$ cat config.mk
export PLATFORM = sky130hd
export DESIGN_NAME = instruction_memory
export DESIGN_NICKNAME = d
export VERILOG_FILES = /design/src/rtl/instruction_memory.sv
export SDC_FILE = /design/constraint.sdc
export NUM_CORES = 1
export LEC_CHECK = 0
export CORE_MARGIN = 2
export CORE_UTILIZATION = 30
export DETAILED_ROUTE_END_ITERATION = 10
export PLACE_DENSITY = 0.84
export SYNTH_ARGS = -nofsm -noshare
export SYNTH_HDL_FRONTEND = slang
export SYNTH_SLANG_ARGS = --single-unit
$ cat constraint.sdc
create_clock -name vclk -period 2
set_input_delay 0.4 -clock vclk [all_inputs]
set_output_delay 0.4 -clock vclk [all_outputs]
set_load 0.1 [all_outputs]
$ cat src/rtl/instruction_memory.sv
// rtl/instruction_memory.sv - combinational read-only instruction store holding the compare-loop demo program
module instruction_memory #(
  parameter int DEPTH      = 64,
  parameter int DATA_WIDTH = 32
) (
  input  logic                  clk,
  input  logic                  reset,
  input  logic [31:0]           address,
  output logic [DATA_WIDTH-1:0] instruction
);

  // Opcode fields of the three instruction kinds used by the demo program
  localparam logic [5:0] OP_ADDI = 6'b001000;
  localparam logic [5:0] OP_BEQ  = 6'b000100;
  localparam logic [5:0] OP_J    = 6'b000010;

  // Register numbers used by the program
  localparam logic [4:0] R_ZERO = 5'd0;
  localparam logic [4:0] R_T0   = 5'd8;
  localparam logic [4:0] R_S0   = 5'd16;
  localparam logic [4:0] R_S1   = 5'd17;

  // Byte address of the halt loop; every beq and the j target this word
  localparam logic [31:0] DONE_ADDR = 32'h0000_0038;

  // Upper bound of the populated word range, widened to the index width
  localparam logic [29:0] DEPTH_W = 30'(DEPTH);

  // Word index from the PC; the low two byte-select bits play no part in the lookup
  logic [29:0] word_idx;
  assign word_idx = address[31:2];

  // The ROM is stateless, so the clock, reset and byte-select bits are deliberately left unconnected
  logic unused_inputs;
  assign unused_inputs = &{1'b0, clk, reset, address[1:0]};

  // I-type addi rt, rs, imm
  function automatic logic [31:0] enc_addi(input logic [4:0] rt, input logic [4:0] rs,
                                           input logic [15:0] imm);
    enc_addi = {OP_ADDI, rs, rt, imm};
  endfunction

  // beq $s0, $t0, done where the branch at byte address pc lands on the halt loop
  function automatic logic [31:0] enc_beq_done(input logic [31:0] pc);
    logic [31:0] delta;
    delta        = (DONE_ADDR - (pc + 32'd4)) >> 2;
    enc_beq_done = {OP_BEQ, R_S0, R_T0, delta[15:0]};
  endfunction

  // j done, jumping to the halt loop by word address
  function automatic logic [31:0] enc_j_done();
    logic [31:0] target;
    target     = DONE_ADDR >> 2;
    enc_j_done = {OP_J, target[25:0]};
  endfunction

  // Program lookup; anything outside the populated words or beyond DEPTH reads as NOP
  always_comb begin
    instruction = '0;
    if (word_idx < DEPTH_W) begin
      case (word_idx)
        30'd0:   instruction = enc_addi(R_S0, R_ZERO, 16'd4);
        30'd1:   instruction = enc_addi(R_T0, R_ZERO, 16'd1);
        30'd2:   instruction = enc_addi(R_S1, R_ZERO, 16'd0);
        30'd3:   instruction = enc_beq_done(32'h0000_000C);
        30'd4:   instruction = enc_addi(R_T0, R_ZERO, 16'd2);
        30'd5:   instruction = enc_addi(R_S1, R_ZERO, 16'd8);
        30'd6:   instruction = enc_beq_done(32'h0000_0018);
        30'd7:   instruction = enc_addi(R_T0, R_ZERO, 16'd3);
        30'd8:   instruction = enc_addi(R_S1, R_ZERO, 16'd15);
        30'd9:   instruction = enc_beq_done(32'h0000_0024);
        30'd10:  instruction = enc_addi(R_T0, R_ZERO, 16'd4);
        30'd11:  instruction = enc_addi(R_S1, R_ZERO, 16'd22);
        30'd12:  instruction = enc_beq_done(32'h0000_0030);
        30'd13:  instruction = enc_addi(R_S1, R_ZERO, 16'd28);
        30'd14:  instruction = enc_j_done();
        default: instruction = '0;
      endcase
    end
  end

endmodule

**After elaboration in Yosys (flattened, before gate mapping)**

Memories as Yosys holds them, arrays and structs flattened.
Cells that the tools add are included.
W data, S select, Z words.

- Flip-flop bits (word level): 0
- Bits in read-only memories: 192
- Bits of input ports: 34
- Output and inout port bits: 32
- Logic and storage cells: 5
- Memories kept: 1

- $lt $le $gt $ge: 1
- Multiplexer cells: 2
- Reductions and logical operators: 1

Memory list:

| memory | words | width | rd ports | clocked after memory_dff | wr ports | line | text |
|---|---|---|---|---|---|---|---|
| (no name shown) | 16 | 12 | 1 | 0 | 0 | 61 | `case (word_idx)` |

Operators by type and width:

| kind | number |
|---|---|
| $mux W32 | 2 |
| $lt A30 B7 Y1 const B | 1 |
| $logic_not A26 Y1 | 1 |

**Logic depth before layout (Yosys ltp)**

- Depth after elaboration: 3
- Gate-level depth with buffers: 5
- Gate-level depth less buffers: 5

**Worst setup path before layout**

No wires, ideal clock.

- Path type: in2out
- Start: in address[9]
- End: out instruction[0]
- Arrival: 4,159 ps
- Data required time: 1,600 ps
- Path slack: -2,559 ps
- Stages: 3
- Path buffers: 0
- Cell sequence: nor4_1 -> nand4_1 -> a2111oi_1

- Word-level cells in the longest chain between the ends: 3
- Elaborated cells between the ends (all ways): 4
- Those cells by class: 1 x order compare; 2 x mux; 1 x reduce/logical

Ends and longest elaborated chain:

| what | line | text |
|---|---|---|
| start: declaration | 8 | `input logic [31:0] address,` |
| branches (longest 2 deep; another with $lt A30 B7 Y1) | - |  |
| $mux W32 * | 60 | `if (word_idx < DEPTH_W) begin` |
| end: declaration | 9 | `output logic [DATA_WIDTH-1:0] instruction` |

Every way passes the cells marked *.

**Worst setup path after layout**

- Start: in address[2]
- End: out instruction[29]

- Word-level cells in the longest chain between the ends: 3
- Elaborated cells between the ends (all ways): 4
- Those cells by class: 1 x order compare; 2 x mux; 1 x memory

Ends and longest elaborated chain:

| what | line |
|---|---|
| branches (longest 2 deep; another with $lt A30 B7 Y1) | - |
| $mux W32 * | 60 |

Marks and branches as above.

==> reports/results.txt <==
crit-path max cell delay: 0.49 ns
violated checks: setup timing
Final Critical Period: 2.12 ns
final setup violating endpoints: 12
Min-Delay Path Depth: 6
post-place setup slack: -0.566 ns
1st-pass router iterations: 1
Mapped Area: 631 sq um
GRT overflow: 0
Final GP Congestion: 0.816
Placement Rows: 16
Starting Density: 31.8%
DP HPWL: 1680 microns
final worst-path cycle share: 106%
# IOs: 66
Layout fillers: 109
cell area power density: 224 nW/um^2
final hold viol count: 0
sequential cells: 0
synth cell count leaders: buf_4 (24), ha_1 (7), inv_1 (6), nor4_1 (6)
Hold Crit Class: in2out
final WL: 2290 microns
core area: 1980 sq um
post-route ant nets: 0
critical path arrival: 1.72 ns
Cell variety after synth: 24
Worst Hold End: instruction[20]
Final Core Density: 81.9%
status: finished, violations left
Port Buffers: 42
first-pass GRT wire length: 3770 microns
min-delay src: address[7]
Max Cap Viol: 0
critical path required time: 1.60 ns
Area contributors post-synth: buf_4 (29%), mux4_2 (14%), ha_1 (14%), nor4_1 (6.0%), a2111oi_2 (4.8%)
share of layout cells above drive strength 1: 69.4%
Lkg Pwr: 0.000699 uW
cell with the most instances after synthesis: buf_4
die area: 2480 sq um
post-synth top area share: 28.6%
maximum vdd drop: 0.000273 V
Syn Area/Cell: 7.98 sq um
GRT Util Overall: 19.0%
pin count of the biggest net entering global routing: 10
Crit. End Element: output pin
Die Ht: 49.8 microns
Starting DRT DRC Count: 0
number of clock buffers in the layout: 0
CP cell instances: buf_8, buf_6, ha_4, inv_1, mux4_2, nor3_4, buf_12
vias in the first global route: 814
CP Class: in2out
initial antenna violation count: 0
Syn. warnings: 0
Vias/cell: 4.60
Peak Freq: 472 MHz
hold-fix buffers at CTS: 0
Multi-input gate area: 769 sq um
vias: 787
register area share after synthesis: 0%
Reg area: 0 sq um
width of the die: 49.8 microns
RSZ-0062 raised after global routing: true
final routed DRC violation total: 0
setup_tns: -0.899 ns
antenna cells: 0
hold slack: 1.36 ns
CP max stage cell: mux4_2
Mapped Cells: 79
fin nets: 187
WL/cell: 13.4 microns
Synth area leader: buf_4
area growth from synthesis to layout: 157%
fin worst setup slack: -0.116 ns
startpoint types: input pin
crit path max fanout: 6
Final Max Tran Viols: 0
[critical path, delay by kind of cell]
kind	cells	cell delay [ns]
AND/OR/NAND/NOR	1	0.21
adder cells (fa/ha/maj)	1	0.16
buffers and inverters	4	0.46
multiplexers	1	0.49
[how the worst max path moves through the flow]
| stage | endpoint | cells after the start | startpoint |
|---|---|---|---|
| global placement | instruction[19] | 7 | address[2] |
| global route | instruction[25] | 6 | address[10] |
| detailed placement | instruction[19] | 7 | address[2] |
| floorplan | instruction[28] | 5 | address[9] |
| CTS | instruction[19] | 7 | address[3] |
| finish | instruction[29] | 7 | address[2] |
[final cells by class]
class              instances  area share [%]
multi-input cells         66            47.4
repair buffers            72            48.2
well taps                 27            2.08
inverters                  6            2.31
[where the power goes]
group	leakage [uW]	switching, uW	internal [uW]
registers	0	0	0
logic	0.000699	249	114
clock network	0	0	0
total	0.000699	249	114
[per-stage QoR]
step,instances,total power [uW],cell area [sq um]
floorplan,98,269,922
global placement,165,338,1470
detailed placement,165,343,1470
CTS,171,352,1590
global route,171,378,1620
finish,171,363,1620
[placed cells by master, fill, tap and decap left out, types with 4 or more instances in the layout]
master,n
buf_6,23
conb_1,20
buf_4,16
buf_12,12
buf_2,10
clkdlybuf4s15_1,6
nor4_4,4
mux4_2,4
nand2_1,4
[kinds of logic after synthesis]
group | Yosys count | synth area share, %
other | 1 | 0.595
buffers and inverters | 32 | 33.7
AOI/OAI and AO/OA | 11 | 14.5
and+or+nand+nor | 23 | 21.4
adders and majority gates | 7 | 13.9
muxes | 5 | 15.9
[per-layer routing]
metal / routed length, microns / global-route usage (%) / share of wire, %
met4: 8 / 1.39 / 0.35
met1: 828 / 21.8 / 36
met5: 0 / 0 / 0
met2: 1290 / 38.2 / 57
met3: 158 / 2.12 / 6.9
[timing repair]
item                       4_1_cts  5_1_grt
gates cloned                     3        0
setup buffers                    3        1
setup endpoints to repair       12       12
pin swaps                       20       13
resized for setup              128       17
(Power assumes the default switching activity.)
